**src/rtl/sao_stat_pkg.sv**
```systemverilog
// Shared constants, FSM state type and signed accumulator limits for the
// SAO statistics category scheduler (s51 stage).
package sao_stat_pkg;

   localparam int PIX5          = 5;
   localparam int DIFF_CLIP_BIT = 4;
   localparam int S51_W         = DIFF_CLIP_BIT + 4;
   localparam int N_BO_TYPE     = 5;
   localparam int N_CAT_BO      = 4;
   localparam int N_CAT_EO      = 5;
   localparam int ACC_W         = 16;
   localparam int GRP_W         = 10;

   typedef enum logic [1:0] {
      IDLE    = 2'd0,
      ISSUE   = 2'd1,
      CAPTURE = 2'd2,
      DONE    = 2'd3
   } state_e;

   function automatic int acc_max(input int w);
      return (32'sd1 <<< (w - 1)) - 32'sd1;
   endfunction

   function automatic int acc_min(input int w);
      return -(32'sd1 <<< (w - 1));
   endfunction

endpackage

```
**src/rtl/sao_stat_acc_bank.sv**
```systemverilog
// Per-category signed accumulators with clear and add-at-index.
// SAO_STAT_SAT_EN selects saturation instead of two's-complement wrap.
module sao_stat_acc_bank
   import sao_stat_pkg::*;
#(
   parameter int N_CAT = N_CAT_BO,
   parameter int IDX_W = 2
) (
   input  logic                      clk,
   input  logic                      arst_n,
   input  logic                      i_clr,
   input  logic                      i_add_en,
   input  logic [IDX_W-1:0]          i_idx,
   input  logic signed [S51_W-1:0]   i_val,
   output logic [N_CAT*ACC_W-1:0]    o_acc,
   output logic                      o_ovf
);

   localparam logic signed [ACC_W-1:0] ACC_HI = ACC_W'(acc_max(ACC_W));
   localparam logic signed [ACC_W-1:0] ACC_LO = ACC_W'(acc_min(ACC_W));

   logic signed [ACC_W-1:0] r_acc [N_CAT];
   logic                    r_ovf;
   logic signed [ACC_W-1:0] w_cur;
   logic signed [ACC_W-1:0] w_new;
   logic signed [ACC_W:0]   w_sum;
   logic                    w_of;

   // One extra sum bit: overflow shows up as disagreement of the top two bits.
   always_comb begin
      w_cur = r_acc[i_idx];
      w_sum = {w_cur[ACC_W-1], w_cur} + {{(ACC_W+1-S51_W){i_val[S51_W-1]}}, i_val};
      w_of  = w_sum[ACC_W] ^ w_sum[ACC_W-1];
`ifdef SAO_STAT_SAT_EN
      if (w_of) begin
         w_new = w_sum[ACC_W] ? ACC_LO : ACC_HI;
      end else begin
         w_new = w_sum[ACC_W-1:0];
      end
`else
      w_new = w_sum[ACC_W-1:0];
`endif
   end

   // Accumulator storage and sticky overflow, cleared at the start of a pass.
   always_ff @(posedge clk or negedge arst_n) begin
      if (!arst_n) begin
         for (int i = 0; i < N_CAT; i++) begin
            r_acc[i] <= {ACC_W{1'b0}};
         end
         r_ovf <= 1'b0;
      end else if (i_clr) begin
         for (int i = 0; i < N_CAT; i++) begin
            r_acc[i] <= {ACC_W{1'b0}};
         end
         r_ovf <= 1'b0;
      end else if (i_add_en) begin
         r_acc[i_idx] <= w_new;
         if (w_of) begin
            r_ovf <= 1'b1;
         end
      end
   end

   // Packed view of the accumulators.
   always_comb begin
      o_acc = {(N_CAT*ACC_W){1'b0}};
      for (int i = 0; i < N_CAT; i++) begin
         o_acc[i*ACC_W +: ACC_W] = r_acc[i];
      end
   end

   assign o_ovf = r_ovf;

endmodule

```
**src/rtl/sao_stat_cate_sched.sv**
```systemverilog
// Category sweep controller for the SAO statistics 5-pixel adder tree.
// Build option SAO_STAT_SAT_EN (in the accumulator bank) selects saturation.
module sao_stat_cate_sched
   import sao_stat_pkg::*;
#(
   parameter int N_CAT = N_CAT_BO
) (
   input  logic                      clk,
   input  logic                      arst_n,
   input  logic                      start,
   input  logic [GRP_W-1:0]          num_groups,
   input  logic [N_BO_TYPE-1:0]      cate_base,
   input  logic                      grp_valid,
   output logic                      grp_ready,
   output logic [N_BO_TYPE-1:0]      cate_target,
   output logic                      en,
   output logic                      isWorking_stat,
   input  logic signed [S51_W-1:0]   s51,
   output logic [N_CAT*ACC_W-1:0]    acc_out,
   output logic                      busy,
   output logic                      done,
   output logic                      ovf
);

   localparam int             K_W    = (N_CAT > 1) ? $clog2(N_CAT) : 1;
   localparam logic [K_W-1:0] K_LAST = K_W'(N_CAT - 1);

   state_e               r_state;
   logic [GRP_W-1:0]     r_num_groups;
   logic [GRP_W-1:0]     r_grp_cnt;
   logic [N_BO_TYPE-1:0] r_base;
   logic [K_W-1:0]       r_k;
   logic [N_BO_TYPE-1:0] r_cate_target;
   logic                 r_grp_ready;
   logic                 r_done;
   logic                 r_busy;

   logic                 w_issue_fire;
   logic                 w_clr;
   logic                 w_add;
   logic [K_W-1:0]       w_k_nxt;
   logic [GRP_W-1:0]     w_grp_nxt;
   logic [N_BO_TYPE-1:0] w_cate_nxt;

   assign w_issue_fire = (r_state == ISSUE) && grp_valid;
   assign w_clr        = (r_state == IDLE) && start;
   assign w_add        = (r_state == CAPTURE);
   assign w_k_nxt      = r_k + K_W'(1);
   assign w_grp_nxt    = r_grp_cnt + GRP_W'(1);
   // Truncation to N_BO_TYPE bits gives the band wrap (30,31,0,1).
   assign w_cate_nxt   = r_base + N_BO_TYPE'(w_k_nxt);

   // Sweep FSM; cate_target/grp_ready/done/busy are registered for the next state.
   always_ff @(posedge clk or negedge arst_n) begin
      if (!arst_n) begin
         r_state       <= IDLE;
         r_num_groups  <= {GRP_W{1'b0}};
         r_grp_cnt     <= {GRP_W{1'b0}};
         r_base        <= {N_BO_TYPE{1'b0}};
         r_k           <= {K_W{1'b0}};
         r_cate_target <= {N_BO_TYPE{1'b0}};
         r_grp_ready   <= 1'b0;
         r_done        <= 1'b0;
         r_busy        <= 1'b0;
      end else begin
         r_grp_ready <= 1'b0;
         r_done      <= 1'b0;
         case (r_state)
            IDLE: begin
               if (start) begin
                  r_num_groups <= num_groups;
                  r_base       <= cate_base;
                  r_k          <= {K_W{1'b0}};
                  r_grp_cnt    <= {GRP_W{1'b0}};
                  if (num_groups == {GRP_W{1'b0}}) begin
                     r_state       <= DONE;
                     r_done        <= 1'b1;
                     r_busy        <= 1'b0;
                     r_cate_target <= {N_BO_TYPE{1'b0}};
                  end else begin
                     r_state       <= ISSUE;
                     r_busy        <= 1'b1;
                     r_cate_target <= cate_base;
                  end
               end
            end
            ISSUE: begin
               if (grp_valid) begin
                  r_state <= CAPTURE;
                  if (r_k == K_LAST) begin
                     r_grp_ready <= 1'b1;
                  end
               end
            end
            CAPTURE: begin
               if (r_k == K_LAST) begin
                  r_k       <= {K_W{1'b0}};
                  r_grp_cnt <= w_grp_nxt;
                  if (w_grp_nxt == r_num_groups) begin
                     r_state       <= DONE;
                     r_done        <= 1'b1;
                     r_busy        <= 1'b0;
                     r_cate_target <= {N_BO_TYPE{1'b0}};
                  end else begin
                     r_state       <= ISSUE;
                     r_cate_target <= r_base;
                  end
               end else begin
                  r_k           <= w_k_nxt;
                  r_state       <= ISSUE;
                  r_cate_target <= w_cate_nxt;
               end
            end
            DONE: begin
               r_state <= IDLE;
            end
            default: begin
               r_state       <= IDLE;
               r_busy        <= 1'b0;
               r_cate_target <= {N_BO_TYPE{1'b0}};
            end
         endcase
      end
   end

   sao_stat_acc_bank #(
      .N_CAT (N_CAT),
      .IDX_W (K_W)
   ) u_acc_bank (
      .clk      (clk),
      .arst_n   (arst_n),
      .i_clr    (w_clr),
      .i_add_en (w_add),
      .i_idx    (r_k),
      .i_val    (s51),
      .o_acc    (acc_out),
      .o_ovf    (ovf)
   );

   // The adder wants en in the same cycle the upstream group is valid.
   assign en             = w_issue_fire;
   assign isWorking_stat = w_issue_fire;
   assign grp_ready      = r_grp_ready;
   assign cate_target    = r_cate_target;
   assign done           = r_done;
   assign busy           = r_busy;

endmodule

```
**config.mk**
```make
export PLATFORM = sky130hd
export DESIGN_NAME = sao_stat_cate_sched
export DESIGN_NICKNAME = d
export VERILOG_FILES = /design/src/rtl/sao_stat_pkg.sv /design/src/rtl/sao_stat_acc_bank.sv /design/src/rtl/sao_stat_cate_sched.sv
export SDC_FILE = /design/constraint.sdc
export NUM_CORES = 1
export LEC_CHECK = 0
export CORE_AREA = 2 2 109 190
export DETAILED_ROUTE_END_ITERATION = 12
export DIE_AREA = 0 0 111 192
export PLACE_DENSITY = 0.48
export SYNTH_ARGS = -nofsm -noshare
export SYNTH_HDL_FRONTEND = slang
export SYNTH_SLANG_ARGS = --single-unit
```
**constraint.sdc**
```tcl
create_clock -name clk -period 4 [get_ports clk]
set_input_delay 0.6 -clock clk [delete_from_list [all_inputs] [get_ports clk]]
set_output_delay 0.6 -clock clk [all_outputs]
set_load 0.03 [all_outputs]
```
# Word level (Yosys, flattened, before mapping)
# Cells that the tools add are included.
[totals]
input_bits = 27
word_cells = 86
regBits = 102
output_inout_bits = 75
[classes]
mux = 41
magnitude_cmp = 2
addsub = 4
bitwise = 2
eq_ne = 9
n_reduce_logical = 14
[op_table]
columns = ["op", "count"]
rows = [
  ["2-to-1 mux 64 bit", 2],
  ["bitwise mux 64 bit", 1],
  ["2-to-1 mux 16 bit", 3],
  ["binary-select mux 16 bit (select 2 bit)", 1],
  ["demux 16 bit (select 2 bit)", 1],
  ["2-to-1 mux 10 bit", 2],
  ["2-to-1 mux 5 bit", 4],
  ["case mux 10 bit (2 select lines)", 1],
  ["adder 16 x 8 -> 17 bit", 1],
  ["2-to-1 mux 1 bit", 14],
  ["2-to-1 mux 2 bit", 7],
  ["adder 10 x 1 -> 10 bit, second input constant", 1],
  ["equality test 10 bit", 1],
  ["logical NOT 10 bit", 1],
  ["case mux 5 bit (2 select lines)", 1],
  ["inequality test 2 bit, second input constant", 4],
  ["case mux 2 bit (4 select lines)", 1],
  ["AND reduction 2 bit", 4],
  ["equality test 2 bit, second input constant", 3],
  ["nonzero test 2 bit", 3],
  ["adder 5 x 2 -> 5 bit", 1],
  ["case mux 1 bit (2 select lines)", 2],
  ["case mux 2 bit (2 select lines)", 1],
  ["AND reduction 4 bit", 1],
  ["other kinds (9)", 11],
]

# Depth between registers and ports, before layout
[depth]
ltp_word = 9
depth_mapped = 11
ltp_nobuf = 9

# Hierarchy
# Synthesis repeated with hierarchy kept, for this count alone.
[hier_totals]
cells_unflattened = 555
hier_area_um2 = 5765.5
[modules_own_cells]
columns = ["module", "seq_area_each_um2", "area_each_um2", "n_inst", "cells_per_inst"]
rows = [
  ["sao_stat_acc_bank", 1626.6, 3641.0, 1, 310],
  ["sao_stat_cate_sched", 925.9, 2124.5, 1, 245],
]

# Least setup slack after synthesis
# Ideal clock, no wire load.
[synth_timing]
path_type = "register to register"
from = "reg r_k[0]"
to = "reg u_acc_bank.r_ovf (netlist: u_acc_bank.o_ovf)"
slack_ns = 0.837
n_path_buf = 2
t_required_ns = 3.874
setup_ns = 0.126
period_less_slack_ns = 3.163
t_arrival_ns = 3.037
path_stages_with_launch = 11
cell_sequence = "dfrtp_1 buf_2 buf_2 mux4_2 ha_1 a21oi_2 mux2i_1 a21o_1 a311oi_2 a211oi_1 a221o_1"
[synth_via]
elab_chain_cells = 8
[synth_rtl]
columns = ["element", "line", "rtl"]
rows = [
  ["start, declared", "sao_stat_cate_sched.sv:32", "logic [K_W-1:0] r_k;"],
  ["start signal, assigned", "sao_stat_cate_sched.sv:60", "r_k <= {K_W{1'b0}};"],
  ["start signal, assigned", "sao_stat_cate_sched.sv:73", "r_k <= {K_W{1'b0}};"],
  ["start signal, assigned", "sao_stat_cate_sched.sv:97", "r_k <= {K_W{1'b0}};"],
  ["NOT 2 -> 3 bit (not written as such)", "sao_stat_acc_bank.sv:31", "w_cur = r_acc[i_idx];"],
  ["binary-select mux 16 bit (select 2 bit)", "sao_stat_acc_bank.sv:31", ""],
  ["2-to-1 mux 16 bit (not written as such) (2 in series)", "sao_stat_acc_bank.sv:31", ""],
  ["adder 16 x 8 -> 17 bit", "sao_stat_acc_bank.sv:32", "w_sum = {w_cur[ACC_W-1], w_cur} + {{(ACC_W+1-S51_W){i_val[S51_W-1]}}, i_val};"],
  ["bitwise XOR 1 bit", "sao_stat_acc_bank.sv:33", "w_of = w_sum[ACC_W] ^ w_sum[ACC_W-1];"],
  ["nonzero test 2 bit (no line)", "--", ""],
  ["AND reduction 2 bit (no line)", "--", ""],
  ["end signal, assigned", "sao_stat_acc_bank.sv:51", "r_ovf <= 1'b0;"],
  ["end signal, assigned", "sao_stat_acc_bank.sv:56", "r_ovf <= 1'b0;"],
  ["end signal, assigned", "sao_stat_acc_bank.sv:60", "r_ovf <= 1'b1;"],
  ["end, declared", "sao_stat_acc_bank.sv:23", "logic r_ovf;"],
]
# Every way passes these cells. The select of a mux whose other input is x is not followed.
# A chain may end at the register's enable or synchronous reset.

# Final worst setup path
[layout_timing]
from = "reg r_k[0]"
to = "reg u_acc_bank.r_acc, in the netlist u_acc_bank.o_acc[43]"
[layout_via]
elab_chain_cells = 8
word_cells_on_any_way = 13
cone_classes = "add/sub (1); order compare (2); mux (8); bitwise (1); reduce/logical (1)"
[layout_rtl]
columns = ["element", "line", "rtl"]
rows = [
  ["NOT 2 -> 3 bit (not written as such) *", "sao_stat_acc_bank.sv:31, sao_stat_acc_bank.sv:58", ""],
  ["binary-select mux 16 bit (select 2 bit), or another cell as far along", "sao_stat_acc_bank.sv:31", ""],
  ["2-to-1 mux 16 bit (not written as such) or logical AND 1 bit (tied branches)", "sao_stat_acc_bank.sv:31, sao_stat_acc_bank.sv:58", ""],
  ["2-to-1 mux 16 bit, on equally long branches", "sao_stat_acc_bank.sv:31, sao_stat_acc_bank.sv:58", ""],
  ["adder 16 x 8 -> 17 bit or demux 16 bit (select 2 bit) (tied branches)", "sao_stat_acc_bank.sv:32, sao_stat_acc_bank.sv:58", ""],
  ["bitwise mux 64 bit *", "sao_stat_acc_bank.sv:58", "r_acc[i_idx] <= w_new;"],
  ["2-to-1 mux 64 bit *", "sao_stat_acc_bank.sv:57", "end else if (i_add_en) begin"],
  ["2-to-1 mux 64 bit *", "sao_stat_acc_bank.sv:52", "end else if (i_clr) begin"],
  ["end signal, assigned by index", "sao_stat_acc_bank.sv:49", "r_acc[i] <= {ACC_W{1'b0}};"],
  ["end signal, assigned by index", "sao_stat_acc_bank.sv:54", "r_acc[i] <= {ACC_W{1'b0}};"],
  ["end signal, assigned by index", "sao_stat_acc_bank.sv:58", ""],
  ["end, declared", "sao_stat_acc_bank.sv:22", "logic signed [ACC_W-1:0] r_acc [N_CAT];"],
]
# Every way passes the cells marked *; elsewhere a longest branch is shown, timed or not. The select of a mux whose other input is x is not followed.

==> flow_summary.toml <==
[run_status]
outcome = "complete, no violations"

[synth]
yosysTopAreaCell = "dfrtp_1"
synth_area_um2 = 5810
netlist.area_leader.share_pct = 43.9
synth_area_leaders = "dfrtp_1 (44%), mux4_2 (6.2%), a22o_1 (5.3%)"
synthFlopType = "dfrtp_1"
seq_area_frac_synth_pct = 43.9
async_flop_share_pct = 100
synthCells = 580
synthTopCellsByCount = "dfrtp_1 (102), nand2_1 (81), o21ai_0 (37)"
syn_avg_cell_area_um2 = 10.0
synth.distinct_cells = 60
synth_edf_count = 0
yosys_warnings = 0
syn_nets = 632
yosysMostFrequentCell = "dfrtp_1"
synth-seq-cells = 102

[clocking]
htreeDepth = 3
cts_buffers = 9
tritoncts = "yes"
clkSinkCount = 102
cts_buffer_depth = 2
clk_latency_ns = 0.36
cts.clk_slew.worst_paths_ns = 0.07
cts_root_buf = "clkbuf_16"
post_cts_resized = 0
cts_setup_buffers = 0
hold_buffers = 0

[power_and_ir_drop]
ir_drop_mv = 0.216
power_leakage_nw = 3.17
fin_total_pwr_mw = 4.37
powerDensity_nw_per_um2 = 592

[finish]
nets = 729
drive_above_1_share_pct = 10.1
nFillCells = 1995
n_antenna_cell = 0
areaGrowthSynthToFinish_pct = 27.1

[floorplanning]
die_h_um = 192
fp.dieArea_um2 = 21300
boundaryPins = 102
fp.dieW_um = 111
initial_core_util_pct = 29.6
fp.coreArea_um2 = 19700
rows = 68

[global_routing]
grt_max_degree = 57
grt_util_all_layers_pct = 16.9
grt_pass1_vias = 5226
grt_pass1_wl_mm = 28.2
overflow = 0
antenna_found_initial = 0

[critical_path]
slowest_stage = "o311ai_1"
cp_data_required_time_ns = 4.21
cp_max_fo = 18
path_class = "reg -> reg"
critPathTopFamily = "compound AO/OA/AOI/OAI gates"
crit_path_max_incr_delay_ns = 0.58
path_cells = "buf_4, mux4_2, ha_1, and2_4, a221oi_4, a21o_4, a211oi_1, o311ai_1, o21ai_0"
arrival_ns = 3.70
worst_setup_path_start_kind = "flop"
crit_path_end_kind = "flop"
path_buf_inv = 1

[routing]
drt_iter0_drc = 263
drcViolationCount = 0
firstDrtPassIters = 4
drt.antenna.violating_nets = 0
vias = 4941
drt-met1-wl_mm = 6.93
via_per_inst = 5.33
dr.max_layer_used = "met4"
wl_per_cell_um = 19.2
wl_met3_um = 556
drt-total-wl_mm = 17.8
wl_met2_mm = 9.86

[timing]
setup_viol = 0
fin_crit_ns = 3.50
maxSlewViolCount = 0
max_freq_mhz = 286
max_slew_margin_pct = 50.0
rsz0062_at_grt = "false"
skew_ns = 0.00605
worst_pin_slew_ns = 0.750
hold_viol = 0
finalCritPeriodShare_pct = 87.4
setup_tns_ns = 0

[placed_design]
dp_hpwl_mm = 12.9
gp_congestion = 0.871
portBuffers = 101

[run]
maxCapViolCount = 0

[worst_hold_path]
min_path_type = "in -> async"
[cell families after synthesis]
| family | count (synthesis) | synth area share [%] |
|---|---|---|
| simple gates | 186 | 15.3 |
| buf+inv | 46 | 3.23 |
| mux | 18 | 6.54 |
| compound gates | 177 | 21.5 |
| flops | 102 | 43.9 |
| fa+ha+maj | 25 | 5.64 |
| xor+xnor | 26 | 3.92 |
[per-layer routing]
| metal | global-route usage [%] | vias up |
|---|---|---|
| li1 | - | 2335 |
| met1 | 18.0 | 2455 |
| met2 | 32.9 | 119 |
| met3 | 2.75 | 32 |
| met4 | 6.83 | 0 |
| met5 | 0 | - |
[sequential cells by signal, indices dropped and copies added (netlist names)]
register and flops:
r_state 2, r_base 5, r_num_groups 10, done 1
grp_ready 1, u_acc_bank.o_acc 64, r_k 2, u_acc_bank.o_ovf 1
cate_target 5, busy 1, r_grp_cnt 10
[cell usage in the layout, fill, tap and decap left out, drive strengths merged, types with 3 or more instances in the layout]
cell and count:
o31ai 13, a22o 38, buf 17, xnor2 17, clkdlybuf4s50 100, and2 6, or4 5, a211oi 9
a21boi 4, nand4 3, nor4 3, o21ai 39, nand2 81, nor3 6, a21o 8, mux4 16
a31oi 14, dfrtp 102, nand3 26, xor2 9, nand2b 4, clkinv 5, nor2 36, inv 16
and3 4, clkbuf 10, nor2b 5, a21oi 34, ha 23
[area by class of cell]
| cell class | count | area, µm² | share of cell area [%] |
|---|---|---|---|
| Inverter | 15 | 56.3 | 0.762 |
| Tap cell | 245 | 307 | 4.15 |
| Timing Repair Buffer | 117 | 1130 | 15.3 |
| Clock inverter | 6 | 37.5 | 0.508 |
| Sequential cell | 102 | 2550 | 34.6 |
| Clock buffer | 10 | 229 | 3.10 |
| Multi-Input combinational cell | 432 | 3080 | 41.6 |
[power by group]
part           switching [mW]  internal [mW]
clock                   0.411          0.422
combinational            1.27          0.851
sequential              0.188           1.23
[metrics by stage]
step                      worst slack [ns]  utilization (%)  hold slack (ns)  area [µm²]  instances
after global placement               0.527             36.2            0.407        7120        911
after global routing                 0.252             37.6           0.0277        7390        927
after floorplan                      0.837                -            0.304        5810        580
after detailed placement             0.465             36.2            0.409        7120        911
after CTS                            0.436             37.6           0.0266        7390        927
final                                0.503             37.6           0.0290        7390        927
[worst paths after layout]
| path | start | endpoint | slack, ns | depth (start not counted) |
|---|---|---|---|---|
| max | r_k[0] | u_acc_bank.o_acc[43] | 0.50 | 9 |
| min | arst_n | r_num_groups[6] | 0.03 | 1 |
| max reg2reg | r_k[0] | u_acc_bank.o_acc[43] | 0.50 | 9 |
| min reg2reg | r_num_groups[5] | r_num_groups[5] | 0.50 | 2 |
| max in group asynchronous | arst_n | u_acc_bank.o_ovf | 3.05 | 2 |
| min in group clk | r_num_groups[5] | r_num_groups[5] | 0.50 | 2 |
(Power assumes the default switching activity.)
